$ cat src/rtl/div_pkg.sv
// Shared types, constants and sign helpers for the iterative MIPS DIV/DIVU unit.
package div_pkg;

    localparam int DIV_WIDTH = 32;
    localparam int DIV_CNT_W = 6;

    localparam logic [DIV_WIDTH-1:0] ALL_ONES = '1;

    typedef enum logic [1:0] {
        IDLE,
        CALC,
        DONE
    } div_state_e;

    // Magnitude as an unsigned value, so -2^(W-1) maps to 2^(W-1) without overflow.
    function automatic logic [DIV_WIDTH-1:0] abs_val(input logic [DIV_WIDTH-1:0] x,
                                                     input logic               is_signed);
        return (is_signed && x[DIV_WIDTH-1]) ? -x : x;
    endfunction

    function automatic logic [DIV_WIDTH-1:0] neg_if(input logic [DIV_WIDTH-1:0] x,
                                                    input logic               neg);
        return neg ? -x : x;
    endfunction

endpackage

$ cat src/rtl/div_sub_step.sv
// One combinational restoring-division step: shift {R,Q} left, trial-subtract, restore or keep.
module div_sub_step #(
    parameter int WIDTH = 32
) (
    input  logic [WIDTH-1:0] r_i,
    input  logic [WIDTH-1:0] q_i,
    input  logic [WIDTH-1:0] d_i,
    output logic [WIDTH-1:0] r_o,
    output logic [WIDTH-1:0] q_o
);

    logic [WIDTH:0] shifted;
    logic [WIDTH:0] trial;

    // The extra bit keeps the shifted remainder exact and gives the trial its sign.
    assign shifted = {r_i, q_i[WIDTH-1]};
    assign trial   = shifted - {1'b0, d_i};

    assign r_o = trial[WIDTH] ? shifted[WIDTH-1:0] : trial[WIDTH-1:0];
    assign q_o = {q_i[WIDTH-2:0], ~trial[WIDTH]};

endmodule

$ cat src/rtl/iter_divider.sv
// Multi-cycle restoring divider for MIPS DIV/DIVU; one trial subtraction per clock.
// Define DIV_EARLY_OUT_EN to skip the iterations when |dividend| < |divisor| or divisor == 0.
module iter_divider
    import div_pkg::*;
#(
    parameter int WIDTH = DIV_WIDTH,
    parameter int CNT_W = DIV_CNT_W
) (
    input  logic             clk,
    input  logic             rst_n,
    input  logic             start,
    input  logic             is_signed,
    input  logic [WIDTH-1:0] dividend,
    input  logic [WIDTH-1:0] divisor,
    input  logic             cancel,
    output logic             busy,
    output logic             done,
    output logic [WIDTH-1:0] quotient,
    output logic [WIDTH-1:0] remainder
);

    div_state_e       state_q, state_d;
    logic [CNT_W-1:0] cnt_q, cnt_d;
    logic [WIDTH-1:0] r_q, r_d;
    logic [WIDTH-1:0] q_q, q_d;
    logic [WIDTH-1:0] dvs_q, dvs_d;
    logic             q_neg_q, q_neg_d;
    logic             r_neg_q, r_neg_d;
    logic             dbz_q, dbz_d;
    logic [WIDTH-1:0] quot_q, quot_d;
    logic [WIDTH-1:0] rem_q, rem_d;
    logic             busy_q, done_q;

    logic [WIDTH-1:0] step_r, step_q;
    logic [WIDTH-1:0] fin_r, fin_q;
    logic             early_out;

    div_sub_step #(.WIDTH(WIDTH)) u_step (
        .r_i (r_q),
        .q_i (q_q),
        .d_i (dvs_q),
        .r_o (step_r),
        .q_o (step_q)
    );

`ifdef DIV_EARLY_OUT_EN
    // Evaluated on the first CALC cycle, while q_q still holds |dividend| and r_q is zero.
    assign early_out = (cnt_q == '0) && (dbz_q || (q_q < dvs_q));
`else
    assign early_out = 1'b0;
`endif

    assign fin_q = early_out ? '0  : step_q;
    assign fin_r = early_out ? q_q : step_r;

    always_comb begin
        // NOTE: every signal gets a default before the case so no latch is inferred.
        state_d = state_q;
        cnt_d   = cnt_q;
        r_d     = r_q;
        q_d     = q_q;
        dvs_d   = dvs_q;
        q_neg_d = q_neg_q;
        r_neg_d = r_neg_q;
        dbz_d   = dbz_q;
        quot_d  = quot_q;
        rem_d   = rem_q;

        unique case (state_q)
            IDLE: begin
                if (start && !cancel) begin
                    state_d = CALC;
                    cnt_d   = '0;
                    r_d     = '0;
                    q_d     = abs_val(dividend, is_signed);
                    dvs_d   = abs_val(divisor, is_signed);
                    q_neg_d = is_signed && (dividend[WIDTH-1] ^ divisor[WIDTH-1]);
                    r_neg_d = is_signed && dividend[WIDTH-1];
                    dbz_d   = (divisor == '0);
                end
            end
            CALC: begin
                if (cancel) begin
                    state_d = IDLE;
                end else begin
                    r_d   = step_r;
                    q_d   = step_q;
                    cnt_d = cnt_q + CNT_W'(1);
                    if (early_out || cnt_q == CNT_W'(WIDTH - 1)) begin
                        state_d = DONE;
                        // With a zero divisor R ends as |dividend|, so only Q needs forcing.
                        quot_d  = dbz_q ? ALL_ONES : neg_if(fin_q, q_neg_q);
                        rem_d   = neg_if(fin_r, r_neg_q);
                    end
                end
            end
            DONE: begin
                state_d = IDLE;
            end
            default: begin
                state_d = IDLE;
            end
        endcase
    end

    // NOTE: sequential state uses non-blocking assignments so all registers update together.
    always_ff @(posedge clk or negedge rst_n) begin
        if (!rst_n) begin
            state_q <= IDLE;
            cnt_q   <= '0;
            r_q     <= '0;
            q_q     <= '0;
            dvs_q   <= '0;
            q_neg_q <= 1'b0;
            r_neg_q <= 1'b0;
            dbz_q   <= 1'b0;
            quot_q  <= '0;
            rem_q   <= '0;
            busy_q  <= 1'b0;
            done_q  <= 1'b0;
        end else begin
            state_q <= state_d;
            cnt_q   <= cnt_d;
            r_q     <= r_d;
            q_q     <= q_d;
            dvs_q   <= dvs_d;
            q_neg_q <= q_neg_d;
            r_neg_q <= r_neg_d;
            dbz_q   <= dbz_d;
            quot_q  <= quot_d;
            rem_q   <= rem_d;
            busy_q  <= (state_d != IDLE);
            done_q  <= (state_d == DONE);
        end
    end

    assign busy      = busy_q;
    assign done      = done_q;
    assign quotient  = quot_q;
    assign remainder = rem_q;

endmodule

$ cat config.mk
export PLATFORM = sky130hd
export DESIGN_NAME = iter_divider
export DESIGN_NICKNAME = d
export VERILOG_FILES = /design/src/rtl/div_pkg.sv /design/src/rtl/div_sub_step.sv /design/src/rtl/iter_divider.sv
export SDC_FILE = /design/constraint.sdc
export NUM_CORES = 1
export LEC_CHECK = 0
export CAP_MARGIN = 30
export CORE_ASPECT_RATIO = 1.25
export CORE_MARGIN = 5
export CORE_UTILIZATION = 50
export CTS_CLUSTER_SIZE = 10
export DETAILED_ROUTE_END_ITERATION = 7
export HOLD_SLACK_MARGIN = 0.1
export MAX_ROUTING_LAYER = met4
export PLACE_DENSITY = 0.83
export SLEW_MARGIN = 20
export SYNTH_ARGS = -nofsm -noshare
export SYNTH_HDL_FRONTEND = slang
export SYNTH_SLANG_ARGS = --single-unit
$ cat constraint.sdc
create_clock -name clk -period 4.4 [get_ports clk]
set_clock_uncertainty 0.05 [all_clocks]
set_input_delay 0.44 -clock clk [delete_from_list [all_inputs] [get_ports clk]]
set_output_delay 0.44 -clock clk [all_outputs]
set_load 0.03 [all_outputs]
### Word-level counts from Yosys, hierarchy flattened

Cells that the tools add are included.

| storage, ports and cells | value |
|---|---|
| output and inout bits | 66 |
| flip-flop bits (word level) | 173 |
| bits of input ports | 69 |
| word-level logic and storage cells | 57 |

| cells by class | value |
|---|---|
| bitwise operators | 3 |
| mux-type cells | 19 |
| add/subtract/negate cells | 6 |
| reductions and logical operators | 12 |
| equal/unequal tests | 5 |

Operators with widths:

| cell | count |
|---|---|
| 32-bit 2-to-1 mux | 10 |
| 32-bit negator | 4 |
| 32-bit case mux with 2 select lines | 2 |
| 33-bit by 32-bit subtractor with 33-bit output | 1 |
| 32-bit logical NOT | 1 |
| 6-bit 2-to-1 mux | 2 |
| 6-bit case mux with 2 select lines | 1 |
| 6-bit by 1-bit adder with 6-bit output, second input constant | 1 |
| 6-bit by 5-bit equality test with 1-bit output, second input constant | 1 |
| 2-bit 2-to-1 mux | 3 |
| 3-bit AND reduction | 2 |
| 1-bit logical AND | 4 |
| 2-bit inequality test, second input constant | 2 |
| 2-bit case mux with 2 select lines | 1 |
| 2-bit nonzero test | 2 |
| 2-bit by 1-bit equality test with 1-bit output, second input constant | 1 |
| 2-bit equality test, second input constant | 1 |
| 2-bit logical NOT | 1 |
| 1-bit NOT | 2 |
| 2-bit AND reduction | 1 |
| 1-bit logical NOT | 1 |
| 1-bit XOR | 1 |

### Depth between registers and ports, before layout

Gate-level depths: netlist (run 1).

| depth | value |
|---|---|
| word-level depth | 5 |
| gate-level depth with buffers | 24 |
| gate-level depth less buffers | 21 |

### Cells and area by module

From an unflattened synthesis (run 1), not the netlist that was laid out.

| unflattened totals | value |
|---|---|
| cell total of the unflattened synthesis | 1411 |
| area, all modules | 11737.5 um^2 |

Modules (own cells, without submodules):

| module | cells each | area an instance (um^2) | seq. area each (um^2) | times used |
|---|---|---|---|---|
| iter_divider | 1069 | 9248.9 | 4329.2 | 1 |
| div_sub_step | 342 | 2488.6 | 0.0 | 1 |

### Worst setup path before layout (run 1)

No wires, ideal clock.

| timing path | value |
|---|---|
| path type | flip-flop to flip-flop |
| start | reg q_q[31] |
| end | reg rem_q[28], in the netlist remainder[28] |
| data arrival time | 4645 ps |
| period minus slack after synthesis | 4819 ps |
| buffers on the path | 3 |
| slack | -419 ps |
| stages on the path, launching flop included | 23 |
| library setup time | 125 ps |
| required time | 4225 ps |
| cells stage by stage | dfrtp_1 > inv_1 > ha_1 > fa_1 > nor2b_4 > o31ai_2 > a2111oi_2 > o31a_2 > o21a_4 > nor2_2 > inv_1 > buf_6 > buf_2 > buf_1 > nor2_1 > a21oi_1 > ha_1 > nand4b_1 > o41ai_4 > nand4bb_2 > o31ai_1 > xor2_1 > mux2_2 |

| on the way | value |
|---|---|
| longest elaborated chain between the ends | 4 |

RTL lines:

| element | RTL line | text |
|---|---|---|
| start, declared | iter_divider.sv:25 | `logic [WIDTH-1:0] q_q, q_d;` |
| start signal, assigned | iter_divider.sv:125 | `q_q <= q_d;` |
| 33-bit by 32-bit subtractor with 33-bit output | div_sub_step.sv:17 | `assign trial = shifted - {1'b0, d_i};` |
| 32-bit 2-to-1 mux * | div_sub_step.sv:19 | `assign r_o = trial[WIDTH] ? shifted[WIDTH-1:0] : trial[WIDTH-1:0];` |
| 32-bit negator | div_pkg.sv:23 | `return neg ? -x : x;` |
| 32-bit 2-to-1 mux * | div_pkg.sv:23 |  |
| end signal, assigned | iter_divider.sv:131 | `rem_q <= rem_d;` |
| end, declared | iter_divider.sv:31 | `logic [WIDTH-1:0] rem_q, rem_d;` |

Mark *: on every way between the ends. The rest lies on a longest branch, timed or not.
A chain may end at the register's enable or synchronous reset.

### Worst setup path in the final report (run 1)

| timing path | value |
|---|---|
| start | reg dvs_q[0] |
| end | reg rem_q[28], in the netlist remainder[28] |

| on the way | value |
|---|---|
| longest elaborated chain between the ends | 4 |

RTL lines:

| element | RTL line | text |
|---|---|---|
| start, declared | iter_divider.sv:26 | `logic [WIDTH-1:0] dvs_q, dvs_d;` |
| start signal, assigned | iter_divider.sv:126 | `dvs_q <= dvs_d;` |
| 33-bit by 32-bit subtractor with 33-bit output * | div_sub_step.sv:17 |  |
| 32-bit 2-to-1 mux * | div_sub_step.sv:19 |  |
| 32-bit negator | div_pkg.sv:23 |  |
| 32-bit 2-to-1 mux * | div_pkg.sv:23 |  |

Marks and branches as above.

==> results.py, run 1 <==
metrics = {
    "yosys": {
        "avgSynthCellArea_um2": 8.04,
        "ys_seq_area_share_pct": 35.8,
        "syn-cell-area_mm2": 0.0121,
        "async_flop_share_pct": 100,
        "yosys_warnings": 0,
        "synth_cells": 1503,
        "ys.flop_type": "dfrtp_1",
        "synth_edf_count": 0,
        "ys_types": 88,
        "syn_nets": 1610,
        "ys_ff_latch": 173,
    },
    "clocking": {
        "worstSkewPairLatency_ps": 440,
        "clkSinkCount": 173,
        "h-tree-depth": 4,
        "cts_buffers": 17,
        "cts.clk_slew.worst_paths_ps": 80,
        "tritoncts": "done",
        "cts_root_buf": "clkbuf_16",
        "cts_buffer_depth": 2,
    },
    "global_route": {
        "gr-usage-all-layers_pct": 27.3,
        "gr-total-overflow": 0,
        "grt_max_degree": 170,
        "antenna_found_initial": 0,
        "grt_pass1_wl_mm": 58.7,
        "grt_pass1_vias": 11700,
    },
    "final_layout": {
        "nFillCells": 2078,
        "regArea_mm2": 0.00433,
        "finalNetCount": 1747,
        "diodes": 0,
        "drive_gt1_share_pct": 9.07,
        "syn2layout_area_growth_pct": 22.4,
        "multi_input_area_mm2": 0.00737,
        "final_cell_mix": "nand2_1, o21ai_0, dfrtp_1, a21oi_1, clkdlybuf4s50_1",
        "final_common_cell": "nand2_1",
    },
    "timing": {
        "maxSlewHeadroom_pct": 31.0,
        "rsz0062_at_grt": "yes",
        "tns_ps": 0,
        "layout_min_cycle_time_ps": 4290,
        "worst_slew_pin_slew_ps": 1040,
        "setup_viol": 0,
        "timing.fmax_ghz": 0.233,
        "final_hold_viol_count": 0,
        "holdWs_ps": 298,
        "maxSlewViolCount": 0,
        "fin_crit_sh_pct": 97.5,
    },
    "route": {
        "drt_pass1_iterations": 5,
        "drt-initial-drc-count": 820,
        "postRouteAntennaNets": 0,
        "drcViolationCount": 0,
        "wl_per_cell_um": 18.5,
        "via_count": 11800,
        "finalWirelength_mm": 36.6,
        "drt-vias-per-instance": 5.95,
    },
    "place": {
        "portBuffers": 134,
        "dp_hpwl_mm": 27.3,
        "gp_congestion": 0.963,
    },
    "floorplanning": {
        "row_count": 63,
        "io_pins": 135,
        "core_area_mm2": 0.0238,
        "die_w_um": 149,
        "start_util_pct": 50.8,
        "die_h_um": 184,
        "die-area_mm2": 0.0274,
    },
    "status": {
        "status": "completed",
    },
    "setup_path": {
        "ff2ff_path_depth": 19,
        "critPathCaptureType": "flop",
        "cp_max_fo": 9,
        "cp-start-kind": "flop",
        "critical_path_class": "reg2reg",
        "critPathSlowestCell": "fa_2",
        "cpPeakStageDelay_ps": 440,
        "worstPathArrival_ps": 4570,
        "cp_cell_sequence": "ha_2, fa_2, nor2b_4, o31ai_4, a2111oi_4, o31a_2, o21a_4, nor2_4, inv_4, nor2_1, a21oi_2, ha_2, nand4b_1, o41ai_4, buf_4, nand4bb_4, o31ai_2, xor2_1, mux2_2",
        "cp_common_cell": "ha_2",
        "required_ps": 4680,
    },
    "flow_run": {
        "drv_cap": 0,
    },
    "min_path": {
        "holdCritPathClass": "in2async",
    },
    "power": {
        "ir_drop_v": 0.000409,
        "power_density_mw_per_mm2": 666,
        "p_leak_nw": 6.28,
    },
}
[timing repair]
action / CTS / global route
buffers inserted: 1 / 8
hold endpoints to repair: 4 / 0
resized for setup: 4 / 14
endpoints found under the setup margin: 2 / 15
hold buffers: 1 / 0
pin swaps: 3 / 6
[path summary, 6_finish.rpt]
path                            slack (ps)     startpoint            end
worst min-delay path                   300          rst_n       dvs_q[8]
worst max register to register         110       dvs_q[0]  remainder[28]
min in group clk                       430  remainder[13]  remainder[13]
max in group asynchronous             2860          rst_n        q_q[12]
worst min register to register         430  remainder[13]  remainder[13]
worst max-delay path                   110       dvs_q[0]  remainder[28]
[synth_stat cells, types with 8 or more instances]
master,count,area share [%]
inv_1,65,2.0
xor2_1,69,5.0
and2_1,13,0.67
nor2_1,122,3.8
ha_1,37,3.8
dfrtp_1,173,36
clkbuf_1,53,1.6
nor4_1,20,1.0
a21o_1,10,0.62
o21ai_1,8,0.33
o31ai_1,19,1.2
o21ai_0,196,8.1
buf_2,9,0.37
a21oi_1,143,5.9
nor2b_1,9,0.47
xnor2_1,66,4.8
or4_1,13,0.81
nand3_1,23,0.95
a31oi_1,10,0.52
mux2_2,8,0.75
nor3_1,26,1.1
nand2b_1,8,0.41
mux2i_1,14,1.2
nand2_1,218,6.8
o41ai_1,10,0.72
or3_1,23,1.2
nand4_1,11,0.57
[routing by layer]
layer / GRT usage (%) / wire, um
met1: 30.3 / 13900
met2: 48.2 / 19100
met3: 3.58 / 1750
met4: 13.4 / 1770
met5: - / 0
[through the flow]
step	setup WS (ps)	std cells	utilization (%)	instance area (um^2)	power, mW
floorplan	1.21	1503	-	12200	6.14
global placement	125	1934	58.7	14000	7.93
detailed placement	-41.1	1935	58.8	14000	8.00
CTS	3.01	1969	61.5	14600	9.60
global route	-16.0	1978	62.2	14800	10.4
finish	111	1978	62.2	14800	9.85
[flip-flops by register name, summed over array words and instances (netlist names)]
name and flops:
done 1, q_neg_q 1, cnt_q 6, r_q 32
remainder 32, q_q 32, dvs_q 32, quotient 32
r_neg_q 1, dbz_q 1, busy 1, state_q 2
[critical path: cells and delay by family (launching register included)]
| family | cells | cell delay [ps] |
|---|---|---|
| multiplexers | 1 | 270 |
| adder cells (fa/ha/maj) | 3 | 870 |
| flip-flops | 1 | 390 |
| XOR/XNOR | 1 | 100 |
| AND/OR/NAND/NOR | 5 | 620 |
| buffers and inverters | 2 | 310 |
| AO/OA/AOI/OAI | 7 | 1540 |
[logic make-up (layout without fill, tap and decap cells)]
kind of cell               after synthesis  in the layout  share of synthesized area, %
and+or+nand+nor                        519            519                          20.1
muxes                                   22             22                          1.90
xor gates and xnor gates               135            135                          9.78
adders and majority gates               38             38                          3.99
DFF                                    173            173                          35.8
buffers and inverters                  141            291                          4.76
AOI/OAI and AO/OA                      475            475                          23.7
[power by group]
group	internal (mW)	switching, mW	total (mW)
combinational	2.42	3.71	6.12
sequential	1.85	0.351	2.20
clock	0.768	0.761	1.53
total	5.03	4.82	9.85
[cell type report]
class | instances | share of cell area [%]
tap | 325 | 2.75
timing repair buffer | 192 | 12.4
multi-input combinational | 1189 | 49.8
clock inverter | 15 | 1.17
clock buffer | 17 | 2.88
inverter | 67 | 1.72
sequential | 173 | 29.3
Power figures use the tool's default switching activity.
==> run 2: changes to the inputs <==
--- a/config.mk
+++ b/config.mk
@@ -7,7 +7,6 @@
 export LEC_CHECK = 0
 export CAP_MARGIN = 30
 export CORE_ASPECT_RATIO = 1.25
-export CORE_MARGIN = 5
 export CORE_UTILIZATION = 50
 export CTS_CLUSTER_SIZE = 10
 export DETAILED_ROUTE_END_ITERATION = 7
==> run 2 against run 1 <==
Against the previous run:
- final area about the same
- routed wire length decreased by 0.49%
- largest cell class unchanged
- largest power group unchanged
- critical endpoint unchanged
- power increased by 0.25%
- setup slack improved by 23 ps
- critical path depth decreased by 3
==> results.py, run 2 (same netlist as run 1, synthesis figures left out) <==
metrics = {
    "global_route": {
        "grt_max_degree": 105,
        "grt_pass1_wl_mm": 58.4,
        "gr-usage-all-layers_pct": 30.9,
        "grt_pass1_vias": 11500,
        "gr-total-overflow": 0,
        "antenna_found_initial": 0,
    },
    "final_layout": {
        "nFillCells": 2056,
        "fin_util_pct": 62.3,
        "regArea_mm2": 0.00433,
        "final_common_cell": "nand2_1",
        "syn2layout_area_growth_pct": 22.3,
        "multi_input_area_mm2": 0.00739,
        "drive_gt1_share_pct": 9.39,
        "diodes": 0,
        "finalNetCount": 1745,
        "final_cell_mix": "nand2_1, o21ai_0, dfrtp_1, a21oi_1, clkdlybuf4s50_1",
    },
    "floorplanning": {
        "row_count": 63,
        "die-area_mm2": 0.0248,
        "io_pins": 135,
        "die_h_um": 176,
        "die_w_um": 141,
        "core_area_mm2": 0.0237,
        "start_util_pct": 51.0,
    },
    "setup_path": {
        "critical_path_class": "reg2reg",
        "critPathCaptureType": "flop",
        "critPathBufInv": 1,
        "cpPeakStageDelay_ps": 510,
        "required_ps": 4680,
        "cp_cell_sequence": "ha_2, or2_1, a21oi_2, a311oi_2, o31a_2, o21a_4, nor2_4, inv_4, a21oi_2, ha_2, nand4b_1, o41ai_4, nand4bb_4, o31ai_4, xor2_1, mux2_2",
        "worstPathArrival_ps": 4550,
        "cp_max_fo": 7,
        "cp-start-kind": "flop",
        "critPathTopFamily": "compound AO/OA/AOI/OAI gates",
        "critPathSlowestCell": "o41ai_4",
    },
    "clocking": {
        "cts_root_buf": "clkbuf_16",
        "cts.clk_slew.worst_paths_ps": 80,
        "h-tree-depth": 4,
        "cts_buffers": 17,
        "clkSinkCount": 173,
        "worstSkewPairLatency_ps": 440,
        "tritoncts": "done",
        "cts_buffer_depth": 2,
    },
    "route": {
        "drt_pass1_iterations": 5,
        "via_count": 11800,
        "wl_per_cell_um": 18.4,
        "postRouteAntennaNets": 0,
        "drt-vias-per-instance": 5.97,
        "finalWirelength_mm": 36.4,
        "drcViolationCount": 0,
        "drt-initial-drc-count": 824,
    },
    "timing": {
        "fin_crit_sh_pct": 96.9,
        "layout_min_cycle_time_ps": 4270,
        "tns_ps": 0,
        "setup_viol": 0,
        "worst_slew_pin_slew_ps": 938,
        "final_hold_viol_count": 0,
        "maxSlewViolCount": 0,
        "maxSlewHeadroom_pct": 37.5,
        "timing.fmax_ghz": 0.234,
    },
    "place": {
        "gp_congestion": 0.962,
        "portBuffers": 134,
        "dp_hpwl_mm": 27.2,
    },
    "power": {
        "ir_drop_v": 0.000395,
        "p_leak_nw": 6.26,
        "power_density_mw_per_mm2": 668,
    },
    "status": {
        "status": "completed",
    },
    "min_path": {
        "holdCritPathClass": "reg2reg",
    },
    "flow_run": {
        "drv_cap": 0,
    },
}
-- run 2: changes by cell type in the layout (fill, tap and decap cells not counted), moves of 2 or more --
cell | before | now
buf_12 | 4 | 2
clkinv_8 | 4 | 2
o21ai_0 | 194 | 196
ha_2 | 6 | 11
buf_16 | 0 | 2
ha_1 | 31 | 25
o21ai_1 | 10 | 8
-- run 2: path summary, 6_finish.rpt --
| check | startpoint | to | slack, ps | cells after the start |
|---|---|---|---|---|
| worst min-delay path | remainder[16] | remainder[16] | 430 | 2 |
| worst max-delay path | r_q[9] | remainder[28] | 130 | 16 |
| min in group asynchronous | rst_n | q_q[24] | 440 | 2 |
| max in group asynchronous | rst_n | r_q[2] | 2740 | 4 |
| worst max register to register | r_q[9] | remainder[28] | 130 | 16 |
| worst min register to register | remainder[16] | remainder[16] | 430 | 2 |
-- run 2: layout make-up --
| type | count | share of cell area [%] |
|---|---|---|
| timing repair buffer | 190 | 12.4 |
| clock buffer | 18 | 2.97 |
| tap | 325 | 2.75 |
| sequential | 173 | 29.3 |
| clock inverter | 14 | 0.956 |
| multi-input combinational | 1189 | 50.0 |
| inverter | 67 | 1.72 |
-- run 2: per-stage QoR --
step	instance area (um^2)	total power, mW	setup WS (ps)	std cells	hold slack, ps
3_5_place_dp	14000	7.98	-14.8	1933	413
2_1_floorplan	12200	6.14	1.21	1503	94.4
4_1_cts	14600	9.52	70.3	1965	135
6_report	14800	9.88	134	1976	427
3_3_place_gp	14000	7.90	156	1932	409
5_1_grt	14800	10.4	-64.3	1976	459
-- run 2: worst min-delay path, stage by stage (launching register included) --
cell and delay [ps]:
dfrtp_1 350, nand2_1 50, nand2_1 50
-- run 2: routing by layer --
| metal | share of wire (%) | GRT usage [%] | vias up |
|---|---|---|---|
| li1 | - | - | 5584 |
| met5 | 0 | - | - |
| met4 | 5.7 | 19.3 | 0 |
| met1 | 38 | 34.2 | 5639 |
| met3 | 4.5 | 3.19 | 138 |
| met2 | 52 | 53.3 | 440 |
-- run 2: power by group --
group / internal [mW] / switching, mW / total [mW]
combinational: 2.43 / 3.75 / 6.18
sequential: 1.85 / 0.335 / 2.19
clock: 0.770 / 0.743 / 1.51
total: 5.05 / 4.83 / 9.88
-- run 2: repair_timing --
item                       CTS  global route
hold buffers                 0             1
hold endpoints to repair     0            45
buffers inserted             0             9
gates resized for setup      1            22
pin swaps                    0            12
setup endpoints to repair    1            13
gates cloned                 0             0
==> run 3: changes to the inputs <==
--- a/config.mk
+++ b/config.mk
@@ -8,7 +8,6 @@
 export CAP_MARGIN = 30
 export CORE_ASPECT_RATIO = 1.25
 export CORE_UTILIZATION = 50
-export CTS_CLUSTER_SIZE = 10
 export DETAILED_ROUTE_END_ITERATION = 7
 export HOLD_SLACK_MARGIN = 0.1
 export MAX_ROUTING_LAYER = met4
==> results of run 3 <==
The final DEF is identical to that of run 2; final timing and power are the same.
